[config.mk]
export PLATFORM = sky130hd
export DESIGN_NAME = hazard_ctrl_flat
export DESIGN_NICKNAME = d
export VERILOG_FILES = /design/src/rtl/hazard_ctrl_if.sv /design/src/rtl/hazard_ctrl.sv /design/src/flat_wrapper.sv
export SDC_FILE = /design/constraint.sdc
export NUM_CORES = 1
export LEC_CHECK = 0
export ABC_AREA = 1
export BUFFER_PORTS_ARGS = -buffer_cell sky130_fd_sc_hd__buf_2
export CORE_MARGIN = 3
export CORE_UTILIZATION = 43
export CTS_BUF_LIST = sky130_fd_sc_hd__clkbuf_4
export DETAILED_ROUTE_END_ITERATION = 8
export GPL_TIMING_DRIVEN = 0
export PLACE_DENSITY_LB_ADDON = 0.2
export SLEW_MARGIN = 30
export SYNTH_ARGS = -nofsm -noshare
export SYNTH_HDL_FRONTEND = slang
export SYNTH_SLANG_ARGS = --single-unit
[constraint.sdc]
create_clock -name clk -period 1.4 [get_ports clk]
set_clock_uncertainty 0.1 [all_clocks]
set_input_delay 0.21 -clock clk [delete_from_list [all_inputs] [get_ports clk]]
set_output_delay 0.21 -clock clk [all_outputs]
set_load 0.005 [all_outputs]
[src/rtl/hazard_ctrl_if.sv]
// Hazard controller bundle: decode/execute operand and destination info in,
// pipeline register controls and forwarding selects out.
interface hazard_ctrl_if #(
   parameter int RA_W = 5
);
   logic [RA_W-1:0] id_rs1, id_rs2;
   logic            id_use_rs1, id_use_rs2;
   logic [RA_W-1:0] ex_rs1, ex_rs2, ex_rd;
   logic            ex_reg_write, ex_mem_read;
   logic [RA_W-1:0] mem_rd;
   logic            mem_reg_write;
   logic [RA_W-1:0] wb_rd;
   logic            wb_reg_write;
   logic            ex_branch_taken, ex_mdu_op;
   logic            pc_we;
   logic            ifid_we, ifid_flush, idex_we, idex_flush;
   logic            exmem_we, exmem_flush, memwb_we, memwb_flush;
   logic [1:0]      fwd_a, fwd_b;
   logic            mdu_busy, mdu_done;

   modport master (
      output id_rs1, id_rs2, id_use_rs1, id_use_rs2, ex_rs1, ex_rs2, ex_rd,
             ex_reg_write, ex_mem_read, mem_rd, mem_reg_write, wb_rd,
             wb_reg_write, ex_branch_taken, ex_mdu_op,
      input  pc_we, ifid_we, ifid_flush, idex_we, idex_flush, exmem_we,
             exmem_flush, memwb_we, memwb_flush, fwd_a, fwd_b, mdu_busy, mdu_done
   );

   modport slave (
      input  id_rs1, id_rs2, id_use_rs1, id_use_rs2, ex_rs1, ex_rs2, ex_rd,
             ex_reg_write, ex_mem_read, mem_rd, mem_reg_write, wb_rd,
             wb_reg_write, ex_branch_taken, ex_mdu_op,
      output pc_we, ifid_we, ifid_flush, idex_we, idex_flush, exmem_we,
             exmem_flush, memwb_we, memwb_flush, fwd_a, fwd_b, mdu_busy, mdu_done
   );
endinterface

[src/rtl/hazard_ctrl.sv]
// 5-stage pipeline hazard controller: load-use stall, branch squash, MDU freeze.
// Macro HAZARD_FWD_EN enables EX forwarding; without it any RAW hazard stalls ID.
module hazard_ctrl #(
   parameter int RA_W       = 5,
   parameter int MDU_CYCLES = 32
) (
   input logic          clk,
   input logic          rst_n,
   hazard_ctrl_if.slave hz
);
   localparam int CNT_W = $clog2(MDU_CYCLES);

   typedef enum logic [1:0] {
      ST_RUN     = 2'd0,
      ST_WAIT    = 2'd1,
      ST_RELEASE = 2'd2
   } state_t;

   state_t           state, state_nxt;
   logic [CNT_W-1:0] cnt, cnt_nxt;
   logic             freeze;
   logic             stall_raw;

   function automatic logic dep(input logic [RA_W-1:0] rs, input logic use_rs,
                                input logic [RA_W-1:0] rd, input logic wr);
      return use_rs && wr && (rd != '0) && (rs == rd);
   endfunction

`ifdef HAZARD_FWD_EN
   function automatic logic [1:0] fwd_sel(input logic [RA_W-1:0] rs);
      if (dep(rs, 1'b1, hz.mem_rd, hz.mem_reg_write))
         return 2'b10;
      else if (dep(rs, 1'b1, hz.wb_rd, hz.wb_reg_write))
         return 2'b01;
      else
         return 2'b00;
   endfunction

   assign stall_raw = hz.ex_mem_read &&
                      (dep(hz.id_rs1, hz.id_use_rs1, hz.ex_rd, 1'b1) ||
                       dep(hz.id_rs2, hz.id_use_rs2, hz.ex_rd, 1'b1));
`else
   assign stall_raw = dep(hz.id_rs1, hz.id_use_rs1, hz.ex_rd, hz.ex_reg_write || hz.ex_mem_read) ||
                      dep(hz.id_rs2, hz.id_use_rs2, hz.ex_rd, hz.ex_reg_write || hz.ex_mem_read) ||
                      dep(hz.id_rs1, hz.id_use_rs1, hz.mem_rd, hz.mem_reg_write) ||
                      dep(hz.id_rs2, hz.id_use_rs2, hz.mem_rd, hz.mem_reg_write);
`endif

   always_ff @(posedge clk or negedge rst_n) begin
      if (!rst_n) begin
         state <= ST_RUN;
         cnt   <= '0;
      end else begin
         state <= state_nxt;
         cnt   <= cnt_nxt;
      end
   end

   // WAIT lasts MDU_CYCLES-2 cycles: leave once the decrement reaches zero.
   always_comb begin
      state_nxt = state;
      cnt_nxt   = cnt;
      freeze    = 1'b0;
      case (state)
         ST_RUN: begin
            if (hz.ex_mdu_op) begin
               freeze    = 1'b1;
               cnt_nxt   = CNT_W'(MDU_CYCLES - 2);
               state_nxt = (MDU_CYCLES == 2) ? ST_RELEASE : ST_WAIT;
            end
         end
         ST_WAIT: begin
            freeze  = 1'b1;
            cnt_nxt = cnt - 1'b1;
            if (cnt == CNT_W'(1))
               state_nxt = ST_RELEASE;
         end
         ST_RELEASE: state_nxt = ST_RUN;
         default:    state_nxt = ST_RUN;
      endcase
   end

   always_comb begin
      hz.pc_we       = 1'b0;
      hz.ifid_we     = 1'b0;
      hz.ifid_flush  = 1'b0;
      hz.idex_we     = 1'b0;
      hz.idex_flush  = 1'b0;
      hz.exmem_we    = 1'b0;
      hz.exmem_flush = 1'b0;
      hz.memwb_we    = 1'b0;
      hz.memwb_flush = 1'b0;
      hz.fwd_a       = '0;
      hz.fwd_b       = '0;
      hz.mdu_busy    = 1'b0;
      hz.mdu_done    = 1'b0;
      if (rst_n) begin
         hz.pc_we    = 1'b1;
         hz.ifid_we  = 1'b1;
         hz.idex_we  = 1'b1;
         hz.exmem_we = 1'b1;
         hz.memwb_we = 1'b1;
`ifdef HAZARD_FWD_EN
         hz.fwd_a = fwd_sel(hz.ex_rs1);
         hz.fwd_b = fwd_sel(hz.ex_rs2);
`endif
         hz.mdu_busy = (state == ST_WAIT);
         hz.mdu_done = (state == ST_RELEASE);
         if (freeze) begin
            hz.pc_we       = 1'b0;
            hz.ifid_we     = 1'b0;
            hz.idex_we     = 1'b0;
            hz.exmem_flush = 1'b1;
         end else if (hz.ex_branch_taken) begin
            hz.ifid_flush = 1'b1;
            hz.idex_flush = 1'b1;
         end else if (stall_raw) begin
            hz.pc_we      = 1'b0;
            hz.ifid_we    = 1'b0;
            hz.idex_flush = 1'b1;
         end
      end
   end
endmodule

[src/flat_wrapper.sv]
// flat-port wrapper written by rule: the top's interface ports become plain ports
module hazard_ctrl_flat 
#(
   parameter int RA_W       = 5,
   parameter int MDU_CYCLES = 32
)
  (clk, rst_n, hz_id_rs1, hz_id_rs2, hz_id_use_rs1, hz_id_use_rs2, hz_ex_rs1, hz_ex_rs2, hz_ex_rd, hz_ex_reg_write, hz_ex_mem_read, hz_mem_rd, hz_mem_reg_write, hz_wb_rd, hz_wb_reg_write, hz_ex_branch_taken, hz_ex_mdu_op, hz_pc_we, hz_ifid_we, hz_ifid_flush, hz_idex_we, hz_idex_flush, hz_exmem_we, hz_exmem_flush, hz_memwb_we, hz_memwb_flush, hz_fwd_a, hz_fwd_b, hz_mdu_busy, hz_mdu_done);
  hazard_ctrl_if #(.RA_W(RA_W)) hz_i ();
  input logic clk;
  input logic rst_n;
  input wire logic [$bits(hz_i.id_rs1)-1:0] hz_id_rs1;
  input wire logic [$bits(hz_i.id_rs2)-1:0] hz_id_rs2;
  input wire logic [$bits(hz_i.id_use_rs1)-1:0] hz_id_use_rs1;
  input wire logic [$bits(hz_i.id_use_rs2)-1:0] hz_id_use_rs2;
  input wire logic [$bits(hz_i.ex_rs1)-1:0] hz_ex_rs1;
  input wire logic [$bits(hz_i.ex_rs2)-1:0] hz_ex_rs2;
  input wire logic [$bits(hz_i.ex_rd)-1:0] hz_ex_rd;
  input wire logic [$bits(hz_i.ex_reg_write)-1:0] hz_ex_reg_write;
  input wire logic [$bits(hz_i.ex_mem_read)-1:0] hz_ex_mem_read;
  input wire logic [$bits(hz_i.mem_rd)-1:0] hz_mem_rd;
  input wire logic [$bits(hz_i.mem_reg_write)-1:0] hz_mem_reg_write;
  input wire logic [$bits(hz_i.wb_rd)-1:0] hz_wb_rd;
  input wire logic [$bits(hz_i.wb_reg_write)-1:0] hz_wb_reg_write;
  input wire logic [$bits(hz_i.ex_branch_taken)-1:0] hz_ex_branch_taken;
  input wire logic [$bits(hz_i.ex_mdu_op)-1:0] hz_ex_mdu_op;
  output wire logic [$bits(hz_i.pc_we)-1:0] hz_pc_we;
  output wire logic [$bits(hz_i.ifid_we)-1:0] hz_ifid_we;
  output wire logic [$bits(hz_i.ifid_flush)-1:0] hz_ifid_flush;
  output wire logic [$bits(hz_i.idex_we)-1:0] hz_idex_we;
  output wire logic [$bits(hz_i.idex_flush)-1:0] hz_idex_flush;
  output wire logic [$bits(hz_i.exmem_we)-1:0] hz_exmem_we;
  output wire logic [$bits(hz_i.exmem_flush)-1:0] hz_exmem_flush;
  output wire logic [$bits(hz_i.memwb_we)-1:0] hz_memwb_we;
  output wire logic [$bits(hz_i.memwb_flush)-1:0] hz_memwb_flush;
  output wire logic [$bits(hz_i.fwd_a)-1:0] hz_fwd_a;
  output wire logic [$bits(hz_i.fwd_b)-1:0] hz_fwd_b;
  output wire logic [$bits(hz_i.mdu_busy)-1:0] hz_mdu_busy;
  output wire logic [$bits(hz_i.mdu_done)-1:0] hz_mdu_done;
  assign hz_i.id_rs1 = hz_id_rs1;
  assign hz_i.id_rs2 = hz_id_rs2;
  assign hz_i.id_use_rs1 = hz_id_use_rs1;
  assign hz_i.id_use_rs2 = hz_id_use_rs2;
  assign hz_i.ex_rs1 = hz_ex_rs1;
  assign hz_i.ex_rs2 = hz_ex_rs2;
  assign hz_i.ex_rd = hz_ex_rd;
  assign hz_i.ex_reg_write = hz_ex_reg_write;
  assign hz_i.ex_mem_read = hz_ex_mem_read;
  assign hz_i.mem_rd = hz_mem_rd;
  assign hz_i.mem_reg_write = hz_mem_reg_write;
  assign hz_i.wb_rd = hz_wb_rd;
  assign hz_i.wb_reg_write = hz_wb_reg_write;
  assign hz_i.ex_branch_taken = hz_ex_branch_taken;
  assign hz_i.ex_mdu_op = hz_ex_mdu_op;
  assign hz_pc_we = hz_i.pc_we;
  assign hz_ifid_we = hz_i.ifid_we;
  assign hz_ifid_flush = hz_i.ifid_flush;
  assign hz_idex_we = hz_i.idex_we;
  assign hz_idex_flush = hz_i.idex_flush;
  assign hz_exmem_we = hz_i.exmem_we;
  assign hz_exmem_flush = hz_i.exmem_flush;
  assign hz_memwb_we = hz_i.memwb_we;
  assign hz_memwb_flush = hz_i.memwb_flush;
  assign hz_fwd_a = hz_i.fwd_a;
  assign hz_fwd_b = hz_i.fwd_b;
  assign hz_mdu_busy = hz_i.mdu_busy;
  assign hz_mdu_done = hz_i.mdu_done;
  hazard_ctrl #(.RA_W(RA_W), .MDU_CYCLES(MDU_CYCLES)) u_core (.clk(clk), .rst_n(rst_n), .hz(hz_i));
endmodule
==> run_summary.xml <==
<?xml version="1.0" encoding="UTF-8"?>
<metrics>
  <group name="cts">
    <metric name="cts_max_level" unit="">1</metric>
    <metric name="cts_tree" unit="">done</metric>
    <metric name="cts_made_buffers" unit="">3</metric>
    <metric name="clkSlewWorstSetupHoldPaths" unit="ns">0.05</metric>
    <metric name="cts_max_path_buffers" unit="">2</metric>
    <metric name="cts_root_buf" unit="">sky130_fd_sc_hd__clkbuf_4</metric>
    <metric name="worst_skew_pair.late_latency" unit="ns">0.25</metric>
    <metric name="tritoncts_num_sinks" unit="">7</metric>
  </group>
  <group name="global_route">
    <metric name="grt_antenna_before_repair" unit="">0</metric>
    <metric name="vias_in_the_first_global_route" unit="">1054</metric>
    <metric name="grt.total_usage" unit="%">20.3</metric>
    <metric name="grt_start_max_net_pins" unit="">8</metric>
    <metric name="grt_pass1_wl" unit="mm">4.20</metric>
    <metric name="globalRoute.totalOverflow" unit="">0</metric>
  </group>
  <group name="power">
    <metric name="cellPowerDensity" unit="mW/mm2">1130</metric>
    <metric name="sw_frac_of_total" unit="%">40.7</metric>
    <metric name="p_seq_share" unit="%">25.5</metric>
    <metric name="power.net_switching" unit="uW">585</metric>
    <metric name="power.ir.vdd_worst" unit="V">0.000905</metric>
    <metric name="p_int" unit="uW">852</metric>
    <metric name="p_total" unit="uW">1440</metric>
    <metric name="power_frac_comb" unit="%">60.6</metric>
    <metric name="clock_power_share" unit="%">13.9</metric>
    <metric name="p_leak" unit="uW">0.000843</metric>
  </group>
  <group name="synthesis">
    <metric name="synth_cell_types" unit="">19</metric>
    <metric name="synth.cells.most_frequent" unit="">sky130_fd_sc_hd__nand2_1, sky130_fd_sc_hd__inv_1, sky130_fd_sc_hd__nor2_1, sky130_fd_sc_hd__buf_4</metric>
    <metric name="main_area_contributors_after_synthesis" unit="">sky130_fd_sc_hd__nand2_1, sky130_fd_sc_hd__dfrtp_1, sky130_fd_sc_hd__inv_1</metric>
    <metric name="ffs_w_async_s_r_synth" unit="%">100</metric>
    <metric name="ys_seq_area_share" unit="%">19.5</metric>
    <metric name="summed_instance_area_of_the_synthesized_netlist" unit="um2">900</metric>
    <metric name="synth_edf_count" unit="">0</metric>
    <metric name="yosys.area.top_type_share" unit="%">28.4</metric>
    <metric name="primary_flip_flop_cell_chosen_by_synthesis_mapping" unit="">sky130_fd_sc_hd__dfrtp_1</metric>
    <metric name="yosys_warnings" unit="">0</metric>
    <metric name="synth.most_common_cell" unit="">sky130_fd_sc_hd__nand2_1</metric>
    <metric name="postSynthRegisterBits" unit="">7</metric>
    <metric name="post_synth_inst_count" unit="">167</metric>
    <metric name="netlist.top_cell.by_area" unit="">sky130_fd_sc_hd__nand2_1</metric>
    <metric name="synth.avg_cell_area" unit="um2">5.39</metric>
  </group>
  <group name="floorplan">
    <metric name="chipHeight" unit="um">51.7</metric>
    <metric name="core" unit="mm2">0.00184</metric>
    <metric name="starting_density" unit="%">48.9</metric>
    <metric name="design.portCount" unit="">60</metric>
    <metric name="core.rowCount" unit="">15</metric>
    <metric name="die_w" unit="um">51.7</metric>
    <metric name="die_area" unit="mm2">0.00268</metric>
  </group>
  <group name="sta">
    <metric name="min_period_over_period" unit="%">121</metric>
    <metric name="timing.hold.ws" unit="ns">0.336</metric>
    <metric name="setup_slack" unit="ns">-0.291</metric>
    <metric name="fmax" unit="MHz">591</metric>
    <metric name="final_period_demand_of_the_worst_path" unit="ns">1.69</metric>
    <metric name="slew_violations" unit="">0</metric>
    <metric name="rsz0062_at_grt" unit="">yes</metric>
    <metric name="final-hold-violation-count" unit="">0</metric>
    <metric name="total_negative_slack_for_setup_checks" unit="ns">-1.54</metric>
    <metric name="setup_viol_count_final" unit="">7</metric>
  </group>
  <group name="status">
    <metric name="violations_in_the_final_reports" unit="">setup timing</metric>
    <metric name="run_status" unit="">finished, violations left</metric>
  </group>
  <group name="final_layout">
    <metric name="area_growth" unit="%">41.3</metric>
    <metric name="final_layout_size_suffix_gt1_share" unit="%">32.9</metric>
    <metric name="sequential_cell_area" unit="um2">176</metric>
    <metric name="final_cell_count_no_fill" unit="">247</metric>
    <metric name="multi_input_comb_area" unit="um2">559</metric>
    <metric name="antenna_cells_inserted" unit="">0</metric>
    <metric name="final_nets" unit="">270</metric>
    <metric name="nFillCells" unit="">189</metric>
    <metric name="utilization_after_layout" unit="%">69.1</metric>
  </group>
  <group name="drt">
    <metric name="firstDrtPassIters" unit="">4</metric>
    <metric name="wirelength" unit="mm">2.49</metric>
    <metric name="postRouteAntennaNets" unit="">0</metric>
    <metric name="wl_per_cell" unit="um">10.1</metric>
    <metric name="vias_per_cell" unit="">4.53</metric>
    <metric name="vias" unit="">1120</metric>
    <metric name="drtIter0Drc" unit="">30</metric>
    <metric name="drc_errors" unit="">0</metric>
  </group>
  <group name="setup_path">
    <metric name="worstPathMaxFanout" unit="">4</metric>
    <metric name="timing.critical_path.arrival" unit="ns">1.38</metric>
    <metric name="startpoint_to_endpoint_class_of_the_critical_path" unit="">register to output pin</metric>
    <metric name="worst_path_max_delay_cell" unit="">sky130_fd_sc_hd__dfrtp_1</metric>
    <metric name="crit_path_cell_trace" unit="">inv_2 -&gt; nor2_4 -&gt; nor3_4 -&gt; nand3_1 -&gt; nand2_1 -&gt; buf_4 -&gt; buf_6</metric>
    <metric name="startpoint_type" unit="">register</metric>
    <metric name="cp_data_required_time" unit="ns">1.09</metric>
    <metric name="crit_path_max_incr_delay" unit="ns">0.43</metric>
    <metric name="crit_path_end_kind" unit="">output pin</metric>
  </group>
  <group name="place">
    <metric name="dpl.hpwl" unit="mm">1.99</metric>
    <metric name="dpl.cell_count" unit="">234</metric>
    <metric name="last_weighted_congestion_value_of_the_routability_driven_placer" unit="">0.819</metric>
    <metric name="buffers_on_ports" unit="">38</metric>
  </group>
  <group name="flow_run">
    <metric name="maxCapViolCount" unit="">0</metric>
  </group>
  <group name="hold_path">
    <metric name="min-delay-path-class" unit="">input pin to asynchronous set/reset pin</metric>
  </group>
</metrics>
==> flip-flops by register name, summed over array words and instances, names as in the netlist <==
register and count:
u_core.cnt 5, u_core.state 2
==> layout by cell type, fill, tap and decap left out <==
master | netlist | final
sky130_fd_sc_hd__a21o_1 | 1 | 1
sky130_fd_sc_hd__a22oi_1 | 1 | 1
sky130_fd_sc_hd__buf_2 | 0 | 36
sky130_fd_sc_hd__buf_4 | 8 | 13
sky130_fd_sc_hd__buf_6 | 0 | 5
sky130_fd_sc_hd__clkbuf_4 | 0 | 4
sky130_fd_sc_hd__conb_1 | 1 | 5
sky130_fd_sc_hd__dfrtp_1 | 7 | 6
sky130_fd_sc_hd__dfrtp_2 | 0 | 1
sky130_fd_sc_hd__dlygate4sd3_1 | 0 | 1
sky130_fd_sc_hd__ha_1 | 2 | 2
sky130_fd_sc_hd__inv_1 | 30 | 28
sky130_fd_sc_hd__inv_2 | 4 | 5
sky130_fd_sc_hd__inv_4 | 0 | 1
sky130_fd_sc_hd__nand2_1 | 68 | 67
sky130_fd_sc_hd__nand2_2 | 1 | 2
sky130_fd_sc_hd__nand3_1 | 7 | 7
sky130_fd_sc_hd__nand4_1 | 3 | 3
sky130_fd_sc_hd__nor2_1 | 18 | 16
sky130_fd_sc_hd__nor2_2 | 1 | 3
sky130_fd_sc_hd__nor2_4 | 1 | 1
sky130_fd_sc_hd__nor3_1 | 2 | 2
sky130_fd_sc_hd__nor3_4 | 2 | 2
sky130_fd_sc_hd__o21ai_0 | 7 | 5
sky130_fd_sc_hd__o21ai_1 | 3 | 5
==> critical path, delay by kind of cell (launching register included) <==
family                 cells  cell delay [ns]
buffers and inverters      3             0.28
and+or+nand+nor            4             0.43
DFF                        1             0.43
==> layout make-up <==
class | instances | area share, %
multi-input combinational | 122 | 44.0
timing repair buffer | 47 | 22.3
sequential | 7 | 13.9
inverter | 34 | 10.2
buffer | 8 | 4.72
tap | 25 | 2.46
clock buffer | 4 | 2.36
==> stage by stage <==
step / worst slack, ns / area, um2
2_1_floorplan: 0.0327 / 915
3_3_place_gp: -0.119 / 1140
3_5_place_dp: -0.146 / 1140
4_1_cts: -0.292 / 1240
5_1_grt: -0.362 / 1270
6_report: -0.291 / 1270
==> path summary, 6_finish.rpt <==
check	cells after the start	startpoint	slack, ns	end
worst min-delay path	2	rst_n	0.34	u_core.state[0]
min in group clk	1	u_core.cnt[4]	0.38	u_core.cnt[4]
max in group asynchronous	2	rst_n	0.60	u_core.state[1]
worst min register to register	1	u_core.cnt[4]	0.38	u_core.cnt[4]
worst max register to register	7	u_core.state[0]	0.02	u_core.cnt[4]
worst max-delay path	7	u_core.state[0]	-0.29	hz_pc_we
==> routing by layer <==
metal  wire length, um  global-route usage [%]  vias up
li1                  -                       -      596
met4                 0                    2.62        0
met1              1100                    24.8      486
met5                 0                       0        -
met2              1220                    37.1       38
met3               174                    4.58        0
==> cell families after synthesis <==
family | synth area share (%)
adder cells (fa/ha/maj) | 2.78
flip-flops | 19.5
AO/OA/AOI/OAI | 7.23
buffers and inverters | 20.9
other | 0.417
AND/OR/NAND/NOR | 49.2
==> power by group through the flow <==
stage               clock (uW)  combinational [uW]  sequential [uW]
floorplan                    0                 447              354
global placement             0                 619              359
detailed placement           0                 649              368
CTS                        208                 785              365
global route               217                 969              381
finish                     199                 871              367
==> timing repair <==
action                     4_1_cts  5_1_grt
setup buffers                    6        3
pin swaps                        7        2
gates resized for setup          6        8
setup endpoints to repair        7        9
hold endpoints to repair         7        0
hold buffers                     1        0
Power figures use the tool's default switching activity.
